`config.mk`:
```
export PLATFORM = sky130hd
export DESIGN_NAME = serial_sub_flat
export DESIGN_NICKNAME = d
export VERILOG_FILES = /design/src/rtl/serial_sub_pkg.sv /design/src/rtl/serial_sub_if.sv /design/src/rtl/serial_sub_digit_sub.sv /design/src/rtl/serial_sub.sv /design/src/flat_wrapper.sv
export SDC_FILE = /design/constraint.sdc
export NUM_CORES = 1
export LEC_CHECK = 0
export ABC_CLOCK_PERIOD_IN_PS = 3900
export CAP_MARGIN = 40
export CORE_AREA = 2 2 68 70
export CTS_CLUSTER_DIAMETER = 120
export CTS_CLUSTER_SIZE = 40
export DETAILED_ROUTE_END_ITERATION = 12
export DIE_AREA = 0 0 70 72
export PLACE_DENSITY = 0.75
export SLEW_MARGIN = 10
export SYNTH_ARGS = -nofsm -noshare
export SYNTH_HDL_FRONTEND = slang
export SYNTH_SLANG_ARGS = --single-unit
```
`constraint.sdc`:
```
create_clock -name clk -period 3.9 [get_ports clk]
set_input_delay 1.17 -clock clk [delete_from_list [all_inputs] [get_ports clk]]
set_output_delay 1.17 -clock clk [all_outputs]
set_load 0.01 [all_outputs]
```
`src/rtl/serial_sub_pkg.sv`:
```
// Shared types and constants for the digit-serial subtractor.
package serial_sub_pkg;

    typedef enum logic [1:0] {
        IDLE = 2'd0,
        RUN  = 2'd1,
        DONE = 2'd2
    } state_e;

    localparam logic MODE_AMB = 1'b0;
    localparam logic MODE_BMA = 1'b1;

    function automatic bit width_ok(input int width, input int digit);
        return (digit > 0) && (width >= digit) && ((width % digit) == 0);
    endfunction

endpackage

```
`src/rtl/serial_sub_if.sv`:
```
// Request/result bundle between a subtractor client (master) and the serial_sub core (slave).
interface serial_sub_if #(
    parameter int WIDTH = 8
);
    logic             start;
    logic             mode;
    logic [WIDTH-1:0] a;
    logic [WIDTH-1:0] b;
    logic             bin;
    logic             busy;
    logic             done;
    logic [WIDTH-1:0] diff;
    logic             bout;
    logic             zero;
    logic             ovf;

    modport master (
        output start, mode, a, b, bin,
        input  busy, done, diff, bout, zero, ovf
    );

    modport slave (
        input  start, mode, a, b, bin,
        output busy, done, diff, bout, zero, ovf
    );
endinterface

```
`src/rtl/serial_sub_digit_sub.sv`:
```
// DIGIT-bit ripple full subtractor, purely combinational (zero latency).
// No handshake: d/bo follow m/s/bi within the same cycle.
module digit_sub #(
    parameter int DIGIT = 1
) (
    input  logic [DIGIT-1:0] m,
    input  logic [DIGIT-1:0] s,
    input  logic             bi,
    output logic [DIGIT-1:0] d,
    output logic             bo
);

    logic [DIGIT:0] brw;

    assign brw[0] = bi;

    for (genvar i = 0; i < DIGIT; i++) begin : g_cell
        assign d[i]       = m[i] ^ s[i] ^ brw[i];
        assign brw[i+1]   = (~m[i] & s[i]) | (~(m[i] ^ s[i]) & brw[i]);
    end

    assign bo = brw[DIGIT];

endmodule

```
`src/rtl/serial_sub.sv`:
```
// Multi-cycle WIDTH-bit subtractor, DIGIT bits per cycle, LSD first; done K+1 cycles after start (K=WIDTH/DIGIT).
// Backpressure: start is only accepted while busy=0; requests during RUN are dropped.
module serial_sub
    import serial_sub_pkg::*;
#(
    parameter int WIDTH = 8,
    parameter int DIGIT = 1
) (
    input  logic         clk,
    input  logic         rst,
    serial_sub_if.slave  io
);

    localparam int K  = WIDTH / DIGIT;
    localparam int CW = (K > 1) ? $clog2(K) : 1;
    localparam logic [CW-1:0] LAST = CW'(K - 1);

    if (!width_ok(WIDTH, DIGIT)) begin : g_bad_cfg
        $error("serial_sub: WIDTH must be a positive multiple of DIGIT");
    end

    state_e           state_q, state_d;
    logic [CW-1:0]    cnt_q, cnt_d;
    logic             brw_q, brw_d;
    logic [WIDTH-1:0] m_q, m_d;
    logic [WIDTH-1:0] s_q, s_d;
    logic [WIDTH-1:0] part_q, part_d;
    logic [WIDTH-1:0] diff_q, diff_d;
    logic             bout_q, bout_d;
    logic             zero_q, zero_d;
    logic             ovf_q, ovf_d;
    logic             busy_q, busy_d;
    logic             done_q, done_d;

    logic [DIGIT-1:0] m_dig;
    logic [DIGIT-1:0] s_dig;
    logic [DIGIT-1:0] d_dig;
    logic             bo_dig;

    assign m_dig = m_q[int'(cnt_q) * DIGIT +: DIGIT];
    assign s_dig = s_q[int'(cnt_q) * DIGIT +: DIGIT];

    digit_sub #(.DIGIT(DIGIT)) u_digit (
        .m  (m_dig),
        .s  (s_dig),
        .bi (brw_q),
        .d  (d_dig),
        .bo (bo_dig)
    );

    always_comb begin
        state_d = state_q;
        cnt_d   = cnt_q;
        brw_d   = brw_q;
        m_d     = m_q;
        s_d     = s_q;
        part_d  = part_q;
        diff_d  = diff_q;
        bout_d  = bout_q;
        zero_d  = zero_q;
        ovf_d   = ovf_q;

        case (state_q)
            RUN: begin
                part_d[int'(cnt_q) * DIGIT +: DIGIT] = d_dig;
                brw_d = bo_dig;
                if (cnt_q == LAST) begin
                    state_d = DONE;
                    diff_d  = part_d;
                    bout_d  = bo_dig;
                    zero_d  = (part_d == '0);
                    ovf_d   = (m_q[WIDTH-1] != s_q[WIDTH-1]) && (part_d[WIDTH-1] != m_q[WIDTH-1]);
                end else begin
                    cnt_d = cnt_q + CW'(1);
                end
            end
            default: begin
                // IDLE and DONE both accept a new request; DONE falls back to IDLE otherwise.
                if (io.start) begin
                    state_d = RUN;
                    cnt_d   = '0;
                    part_d  = '0;
                    brw_d   = io.bin;
                    m_d     = (io.mode == MODE_BMA) ? io.b : io.a;
                    s_d     = (io.mode == MODE_BMA) ? io.a : io.b;
                end else begin
                    state_d = IDLE;
                end
            end
        endcase

        busy_d = (state_d == RUN);
        done_d = (state_d == DONE);
    end

    always_ff @(posedge clk) begin
        if (rst) begin
            state_q <= IDLE;
            cnt_q   <= '0;
            brw_q   <= 1'b0;
            m_q     <= '0;
            s_q     <= '0;
            part_q  <= '0;
            diff_q  <= '0;
            bout_q  <= 1'b0;
            zero_q  <= 1'b0;
            ovf_q   <= 1'b0;
            busy_q  <= 1'b0;
            done_q  <= 1'b0;
        end else begin
            state_q <= state_d;
            cnt_q   <= cnt_d;
            brw_q   <= brw_d;
            m_q     <= m_d;
            s_q     <= s_d;
            part_q  <= part_d;
            diff_q  <= diff_d;
            bout_q  <= bout_d;
            zero_q  <= zero_d;
            ovf_q   <= ovf_d;
            busy_q  <= busy_d;
            done_q  <= done_d;
        end
    end

    assign io.busy = busy_q;
    assign io.done = done_q;
    assign io.diff = diff_q;
    assign io.bout = bout_q;
    assign io.zero = zero_q;
    assign io.ovf  = ovf_q;

endmodule

```
`src/flat_wrapper.sv`:
```
// flat-port wrapper written by rule: the top's interface ports become plain ports
module serial_sub_flat import serial_sub_pkg::*;
#(
    parameter int WIDTH = 8,
    parameter int DIGIT = 1
)
  (clk, rst, io_start, io_mode, io_a, io_b, io_bin, io_busy, io_done, io_diff, io_bout, io_zero, io_ovf);
  serial_sub_if #(.WIDTH(WIDTH)) io_i ();
  input  logic clk;
  input  logic rst;
  input wire logic [$bits(io_i.start)-1:0] io_start;
  input wire logic [$bits(io_i.mode)-1:0] io_mode;
  input wire logic [$bits(io_i.a)-1:0] io_a;
  input wire logic [$bits(io_i.b)-1:0] io_b;
  input wire logic [$bits(io_i.bin)-1:0] io_bin;
  output wire logic [$bits(io_i.busy)-1:0] io_busy;
  output wire logic [$bits(io_i.done)-1:0] io_done;
  output wire logic [$bits(io_i.diff)-1:0] io_diff;
  output wire logic [$bits(io_i.bout)-1:0] io_bout;
  output wire logic [$bits(io_i.zero)-1:0] io_zero;
  output wire logic [$bits(io_i.ovf)-1:0] io_ovf;
  assign io_i.start = io_start;
  assign io_i.mode = io_mode;
  assign io_i.a = io_a;
  assign io_i.b = io_b;
  assign io_i.bin = io_bin;
  assign io_busy = io_i.busy;
  assign io_done = io_i.done;
  assign io_diff = io_i.diff;
  assign io_bout = io_i.bout;
  assign io_zero = io_i.zero;
  assign io_ovf = io_i.ovf;
  serial_sub #(.WIDTH(WIDTH), .DIGIT(DIGIT)) u_core (.clk(clk), .rst(rst), .io(io_i));
endmodule
```
==> reports/qor.csv, run 1 <==
metric,value,unit
status,"finished, final reports clean",
synthAdderAreaFrac,0.0487,
start_util,0.518,
io_buffer_count,33,
tns,0,ns
post-place-cells,314,
async_reset_ff_frac,0,
antenna_found_initial,0,
report.final.setup_viol,0,
synth_xor_area_frac,0,
critPathLaunchType,register,
syn_to_final_growth,19.9,%
track_usage,0.193,
detailed_place_hpwl,3330,um
wl_per_cell,14.1,um
hp-start,u_core.io.diff[3],
viasPerCell,5.57,
crit_path_start,u_core.cnt_q[0],
synth_common_cells,"46 x nor2_1, 43 x dfxtp_1, 22 x mux2i_1",
cts_max_level,2,
firstDrtPassIters,4,
grt_pass1_vias,1687,
min_to,u_core.io.diff[3],
grt_max_degree,34,
yosys.area.top_type,dfxtp_1,
min_period_over_period,0.792,
synth_top_family_by_area,simple AND/OR/NAND/NOR gates,
max_cap_viol_count,0,
clock-sinks,43,
drive_gt1_frac,0.0926,
finalCriticalPeriod,3.09,ns
max_slew_margin,0.421,
io_pins,34,
skew,0.00760,ns
die_y,72,um
drtIter0Drc,95,
r2r_cells,9,
fp.dieArea,5040,um2
die_width,70,um
antenna_cells,0,
peakVddDrop,0.242,mV
synth.top_cells.by_area,"dfxtp_1 39%, mux2i_1 10%, nor2_1 7.8%",
ant_nets,0,
cts_tree,done,
r2r-end,u_core.io.ovf,
min_path_cells,2,
grt-ovfl-total,0,
ctsResizeCount,0,
clk_path_buf_depth,2,
worstSetupPathType,reg2reg,
num_rows,24,
synth_flop_cell,dfxtp_1,
whs,0.461,ns
clock-root-buffer,clkbuf_8,
vias,1795,
worstMarginPinSlew,0.865,ns
cts_buffers,5,
path_max_fanout,6,
ctsHoldBuffers,0,
synth-compound-area-share,0.166,
yosysSeqAreaShare,0.389,
grt_first_pass_wirelength,7690,um
post_cts_buffers,0,
coreArea,4260,um2
drc,0,
wirelength,4540,um
reg2reg_slack,0.81,ns
stdcell_count,322,
hold_viol,0,
syn-num-nets,273,
syn_inst,244,
synth_most_common_cell,nor2_1,
synth_edf_count,0,
synth.avg_cell_area,9.06,um2
clk_pin_slew,0.09,ns
fmax,0.324,GHz
leakage,0.972,nW
ys_ff_latch,43,
crit_required,4.10,ns
power_density,346,nW/um2
r2r-start,u_core.cnt_q[0],
clk-insertion-delay-late,0.30,ns
netlist_area,2210,um2
final_max_slew_viol_count,0,
end_kind,register,
yosysWarnings,0,
grt_setup_unrepaired,no,
arrival,3.29,ns
finalNetCount,298,
synthDistinctLibCells,42,
muxShareOfSynthArea,0.140,
synth-simple-area-share,0.207,
gp_congestion,0.835,
synth_top_cell_area_share,0.389,
hold_path_class,reg2reg,
worst max-delay path: stages (launching register included):
cell      delay (ns)
dfxtp_1         0.48
mux4_2          0.53
nand2_1         0.08
nand2_1         0.07
fa_1            0.63
and2b_4         0.21
nand2_4         0.07
o31a_1          0.30
or3b_1          0.36
a311oi_1        0.28
per-stage QoR:
| stage | instance area (um2) | util | worst slack (ns) | power [mW] |
|---|---|---|---|---|
| after CTS | 2650 | 0.621 | 0.804 | 0.927 |
| after global routing | 2650 | 0.621 | 0.653 | 0.962 |
| after floorplan | 2210 | - | 0.814 | 0.595 |
| final | 2650 | 0.621 | 0.812 | 0.918 |
| after detailed placement | 2560 | 0.602 | 0.850 | 0.648 |
| after global placement | 2560 | 0.602 | 0.916 | 0.644 |
placed cells by master, fill, tap and decap left out, drive strengths merged, types with 2 or more instances in the layout:
cell type / count
nor2: 46
dfxtp: 43
clkdlybuf4s50: 33
mux2i: 22
a211oi: 22
nand2: 11
o21ai: 9
inv: 7
a21oi: 7
ha: 7
clkbuf: 6
nor3: 6
nand2b: 5
nor3b: 5
buf: 5
mux4: 4
nor2b: 4
o31ai: 3
a32oi: 2
a22oi: 2
nand3b: 2
o2111ai: 2
or3b: 2
cells by family (layout without fill, tap and decap cells):
logic type               Yosys count  count (layout)
flip-flops                        43              43
AND/OR/NAND/NOR                   88              88
adder cells (fa/ha/maj)            8               8
buffers and inverters             27              53
AO/OA/AOI/OAI                     52              52
multiplexers                      26              26
sequential cells by signal (all words and copies together), names as in the netlist:
| name | count |
|---|---|
| u_core.state_q | 2 |
| u_core.io.done | 1 |
| u_core.io.busy | 1 |
| u_core.io.diff | 8 |
| u_core.io.zero | 1 |
| u_core.io.ovf | 1 |
| u_core.io.bout | 1 |
| u_core.m_q | 8 |
| u_core.brw_q | 1 |
| u_core.part_q | 8 |
| u_core.cnt_q | 3 |
| u_core.s_q | 8 |
routing by layer:
metal | global-route usage | share of wire | vias to the layer above
met4 | 0.0812 | 0.012 | 0
li1 | - | - | 926
met2 | 0.350 | 0.52 | 33
met5 | 0 | 0 | -
met3 | 0.0486 | 0.035 | 5
met1 | 0.217 | 0.43 | 831
worst max path at each step:
stage	end	cells after the start	slack [ns]
after global routing	u_core.io.ovf	9	0.65
after detailed placement	u_core.io.ovf	9	0.85
after floorplan	u_core.io.ovf	10	0.81
after global placement	u_core.io.ovf	9	0.92
final	u_core.io.ovf	9	0.81
after CTS	u_core.io.ovf	9	0.80
layout make-up:
| class | instances | area (um2) |
|---|---|---|
| Clock inverter | 2 | 12.5 |
| Tap cell | 52 | 65.1 |
| Multi-Input combinational cell | 174 | 1240 |
| Timing Repair Buffer | 38 | 368 |
| Clock buffer | 6 | 72.6 |
| Sequential cell | 43 | 861 |
| Inverter | 7 | 26.3 |
| Fill cell | 384 | 1610 |
report_power, final:
group	internal (mW)	leakage (nW)	switching, mW
Combinational	0.0797	0.580	0.0870
Sequential	0.458	0.351	0.0131
Clock	0.125	0.0412	0.155
Note: power is estimated with default switching activity, not from simulation.
==> run 2, diff against run 1 <==
Settings changed: ABC_CLOCK_PERIOD_IN_PS 3900 to 2700, CORE_AREA 2 2 68 70 to 2 2 71 73, DIE_AREA 0 0 70 72 to 0 0 73 75, PLACE_DENSITY 0.75 to 0.72.
Clock period 3.9 ns to 2.7 ns, I/O delays scaled along.
==> reports/qor.csv, run 2 (synthesized netlist as in run 1, its figures left out) <==
metric,value,unit,change
fmax,0.369,GHz,was 0.324 GHz
leakage,1.06,nW,was 0.972 nW
ant_nets,0,,unchanged
post_cts_buffers,0,,unchanged
crit_buf_inv,0,,unchanged
power_density,514,nW/um2,was 346 nW/um2
path_max_fanout,5,,was 6
antenna_found_initial,0,,unchanged
track_usage,0.180,,was 0.193
status,"complete, but fails checks",,"was finished, final reports clean"
wl_per_cell,13.6,um,was 14.1 um
report.final.setup_viol,1,,was 0
hold_path_class,reg2reg,,unchanged
max_slew_margin,0.598,,was 0.421
grt_setup_unrepaired,yes,,was no
clock-sinks,43,,unchanged
clk_path_buf_depth,2,,unchanged
peakVddDrop,0.280,mV,was 0.242 mV
arrival,2.93,ns,was 3.29 ns
dpl_worst_slack,-0.0640,ns,was 0.850 ns
cts_buffers,5,,unchanged
gp_congestion,0.875,,was 0.835
syn_to_final_growth,26.3,%,was 19.9%
num_rows,25,,was 24
coreArea,4660,um2,was 4260 um2
cp_common_cell,nand2_1,,unchanged
tns,-0.0115,ns,was 0 ns
violations,setup timing,,
clk-insertion-delay-late,0.30,ns,about the same
cts_max_level,2,,unchanged
die_width,73,um,was 70 um
grt_first_pass_wirelength,7650,um,was 7690 um
vias,1844,,"was 1,795"
final_cell_mix,"46 x nor2_1, 42 x dfxtp_1, 33 x clkdlybuf4s50_1",,"was 46 x nor2_1, 43 x dfxtp_1, 33 x clkdlybuf4s50_1"
max_cap_viol_count,0,,unchanged
start_util,0.474,,was 0.518
p_total,1.44,mW,was 918 uW
path_cells,mux4_2 > nand2_1 > nand2_1 > fa_1 > and2b_4 > nand2_4 > o31a_1 > or3b_1 > a311oi_2,,was mux4_2 > nand2_1 > nand2_1 > fa_1 > and2b_4 > nand2_4 > o31a_1 > or3b_1 > a311oi_1
antenna_cells,0,,unchanged
clock-root-buffer,clkbuf_8,,unchanged
drive_gt1_frac,0.148,,was 0.0926
worstSetupPathType,reg2reg,,unchanged
drtIter0Drc,107,,was 95
crit_required,2.92,ns,was 4.10 ns
final_max_slew_viol_count,0,,unchanged
fill_cells,415,,was 384
critPathLaunchType,register,,unchanged
end_kind,register,,unchanged
detailed_place_hpwl,3430,um,was 3330 um
min_period_over_period,1.00,,was 0.792
crit_family,simple AND/OR/NAND/NOR gates,,unchanged
skew,0.00536,ns,was 0.00760 ns
worstMarginPinSlew,0.603,ns,was 0.865 ns
slowest_stage,fa_1,,unchanged
cts_tree,done,,unchanged
fin_area,2790,um2,was 2650 um2
grt_max_degree,33,,was 34
post-route-util,0.599,,was 0.621
wirelength,4570,um,was 4540 um
clk_pin_slew,0.09,ns,about the same
firstDrtPassIters,4,,unchanged
hold_viol,0,,unchanged
dpl-instance-area,2670,um2,was 2560 um2
post-place-cells,329,,was 314
max_stage_delay,0.52,ns,was 0.63 ns
io_pins,34,,unchanged
viasPerCell,5.47,,was 5.57
fp.dieArea,5480,um2,was 5040 um2
finalNetCount,311,,was 298
grt_pass1_vias,1645,,"was 1,687"
whs,0.471,ns,was 0.461 ns
reg2reg_slack,-0.01,ns,was 0.81 ns
setup_ws,-0.0115,ns,was 0.812 ns
grt-ovfl-total,0,,unchanged
io_buffer_count,33,,unchanged
stdcell_count,337,,was 322
drc,0,,unchanged
die_y,75,um,was 72 um
finalCriticalPeriod,2.71,ns,was 3.09 ns
final_common_cell,nor2_1,,unchanged
[run 2: path summary, 6_finish.rpt]
check,start,end,cells past startpoint
setup / recovery,u_core.cnt_q[0],u_core.io.ovf,9
hold / removal,u_core.io.diff[3],u_core.io.diff[3],2
setup reg to reg,u_core.cnt_q[0],u_core.io.ovf,9
hold reg to reg,u_core.io.diff[3],u_core.io.diff[3],2
[run 2: per-layer routing]
layer  vias up  global-route usage  share of wire
met2        35               0.307           0.49
met5         -                   0              0
met1       850               0.224           0.47
met3         6              0.0415          0.032
met4         0              0.0597          0.013
li1        953                   -              -
[run 2: cell type report]
type | instances | area, um2 | share of cell area
clock buffers | 5 | 68.8 | 0.0246
clock inverters | 3 | 43.8 | 0.0157
inverters | 7 | 26.3 | 0.00941
multi-input cells | 174 | 1260 | 0.450
flip-flops and latches | 43 | 865 | 0.310
well taps | 54 | 67.6 | 0.0242
repair buffers | 51 | 465 | 0.167
[run 2: timing repair]
action                     CTS  global route
hold buffers                 0             0
setup endpoints to repair    1             5
pin swaps                    2             0
gates resized for setup      0             2
[run 2: worst min-delay path, delay by kind of cell, from the launching register on]
family,cells,cell delay (ns)
AOI/OAI and AO/OA,1,0.06
DFF,1,0.32
and+or+nand+nor,1,0.05
[run 2: where the power goes]
part / switching, mW / internal (mW) / leakage, nW / total (mW)
clock: 0.227 / 0.275 / 0.0581 / 0.502
sequential: 0.0160 / 0.661 / 0.352 / 0.677
combinational: 0.130 / 0.127 / 0.648 / 0.257
==> run 3, diff against run 2 <==
Settings changed: CORE_AREA 2 2 71 73 to 2 2 67 69, DIE_AREA 0 0 73 75 to 0 0 69 71, DONT_BUFFER_PORTS set to 1, GPL_ROUTABILITY_DRIVEN set to 1, PLACE_DENSITY 0.72 to 0.69.
==> reports/qor.csv, run 3 (synthesized netlist as in run 1, its figures left out) <==
metric,value,unit,change
detailed_place_hpwl,3280,um,was 3430 um
post-route-util,0.576,,was 0.599
slowest_stage,fa_1,,unchanged
path_cells,mux4_2 > nand2_1 > nand2_1 > fa_1 > and2b_4 > nand2_4 > o31a_1 > or3b_1 > a311oi_2,,unchanged
post-place-cells,289,,was 329
clk_path_buf_depth,2,,unchanged
final_max_slew_viol_count,0,,unchanged
max_cap_viol_count,0,,unchanged
power_density,556,nW/um2,was 514 nW/um2
min_period_over_period,0.999,,was 1.00
cts_max_level,2,,unchanged
peakVddDrop,0.315,mV,was 0.280 mV
cp_common_cell,nand2_1,,unchanged
hold_path_class,reg2reg,,unchanged
critPathLaunchType,register,,unchanged
clock-sinks,43,,unchanged
crit_path_start,u_core.cnt_q[0],,unchanged
hold_viol,0,,unchanged
gp_congestion,0.896,,was 0.875
drc,0,,unchanged
clk-insertion-delay-late,0.30,ns,about the same
cts_buffers,5,,unchanged
antenna_cells,0,,unchanged
report.final.setup_viol,0,,was 1
syn_to_final_growth,9.62,%,was 26.3%
num_rows,24,,was 25
r2r-start,u_core.cnt_q[0],,unchanged
path_max_fanout,4,,was 5
dpl_worst_slack,-0.0228,ns,was -0.0640 ns
cp-endpoint,u_core.io.ovf,,unchanged
post_cts_buffers,0,,unchanged
arrival,2.91,ns,was 2.93 ns
finalCriticalPeriod,2.70,ns,was 2.71 ns
r2r-end,u_core.io.ovf,,unchanged
antenna_found_initial,0,,unchanged
fp.dieArea,4900,um2,was 5480 um2
grt_setup_unrepaired,yes,,unchanged
io_buffer_count,0,,was 33
worstSetupPathType,reg2reg,,unchanged
fmax,0.371,GHz,was 0.369 GHz
viasPerCell,5.74,,was 5.47
grt_first_pass_wirelength,7600,um,was 7650 um
die_width,69,um,was 73 um
io_pins,34,,unchanged
reg2reg_slack,0.002,ns,was -0.01 ns
vias,1704,,"was 1,844"
grt_pass1_vias,1706,,"was 1,645"
setup_ws,0.00183,ns,was -0.0115 ns
status,"finished, final reports clean",,"was complete, but fails checks"
crit_family,simple AND/OR/NAND/NOR gates,,unchanged
clk_pin_slew,0.09,ns,about the same
end_kind,register,,unchanged
final_common_cell,nor2_1,,unchanged
grt_max_degree,44,,was 33
max_slew_margin,0.637,,was 0.598
wirelength,4520,um,was 4570 um
grt-ovfl-total,0,,unchanged
drtIter0Drc,93,,was 107
final_cell_mix,"46 x nor2_1, 42 x dfxtp_1, 22 x mux2i_1",,"was 46 x nor2_1, 42 x dfxtp_1, 33 x clkdlybuf4s50_1"
skew,0.00917,ns,was 0.00536 ns
firstDrtPassIters,4,,unchanged
die_y,71,um,was 75 um
crit_buf_inv,0,,unchanged
worstMarginPinSlew,0.545,ns,was 0.603 ns
wl_per_cell,15.2,um,was 13.6 um
cts_tree,done,,unchanged
ant_nets,0,,unchanged
max_stage_delay,0.52,ns,about the same
drive_gt1_frac,0.155,,was 0.148
coreArea,4200,um2,was 4660 um2
leakage,0.912,nW,was 1.06 nW
crit_cells,9,,unchanged
crit_required,2.92,ns,about the same
stdcell_count,297,,was 337
clock-root-buffer,clkbuf_8,,unchanged
finalNetCount,273,,was 311
r2r_cells,9,,unchanged
track_usage,0.194,,was 0.180
start_util,0.526,,was 0.474
run 3: cell count changes in the layout (fill, tap and decap cells not counted), sizes merged:
cell	previous run	this run
clkdlybuf4s50	33	0
buf	18	13
bufinv	1	0
clkbuf	5	6
run 3: worst min-delay path by stage:
stage,slack [ns],end,startpoint,cells after the start
after floorplan,0.47,u_core.part_q[0],u_core.part_q[0],2
after global placement,0.48,u_core.io.diff[3],u_core.io.diff[3],2
after detailed placement,0.49,u_core.m_q[2],u_core.m_q[2],2
after CTS,0.50,u_core.m_q[2],u_core.m_q[2],2
after global routing,0.52,u_core.io.diff[3],u_core.io.diff[3],2
final,0.50,u_core.s_q[5],u_core.s_q[5],2
run 3: worst reg2reg max path, cell delays in order, from the launching register on:
cell	delay, ns
dfxtp_4	0.38
mux4_2	0.49
nand2_1	0.08
nand2_1	0.07
fa_1	0.52
and2b_4	0.18
nand2_4	0.05
o31a_1	0.26
or3b_1	0.37
a311oi_2	0.23
run 3: routing by layer:
metal  global-route usage  up-vias  routed length (um)
li1                     -      871                   -
met1                0.230      794                2020
met2                0.346       32                2290
met3               0.0399        7                 140
met4               0.0719        0                  72
met5                    0        -                   0
run 3: per-stage QoR:
stage / area (um2) / hold WS (ns) / power, mW / setup TNS (ns)
2_1_floorplan: 2220 / 0.475 / 0.862 / -0.242
3_3_place_gp: 2300 / 0.484 / 0.895 / 0
3_5_place_dp: 2300 / 0.489 / 0.896 / -0.0228
4_1_cts: 2410 / 0.500 / 1.35 / 0
5_1_grt: 2420 / 0.516 / 1.40 / -0.184
6_report: 2420 / 0.501 / 1.35 / 0
run 3: final cells by class:
type	instances	area, um2
Inverter	7	26.3
Tap cell	52	65.1
Multi-Input combinational cell	174	1260
Clock buffer	6	93.8
Sequential cell	43	865
Clock inverter	2	13.8
Fill cell	371	1780
Timing Repair Buffer	13	97.6
run 3: repair_timing:
item,CTS,global route
hold buffers,0,0
pin swaps,2,1
endpoints found under the hold margin,0,0
gates resized for setup,0,3
setup endpoints to repair,1,4
run 3: where the power goes:
group	internal, mW	total [mW]	switching (mW)
Sequential	0.661	0.679	0.0174
Combinational	0.0986	0.204	0.105
Clock	0.238	0.465	0.226
Total	0.998	1.35	0.349
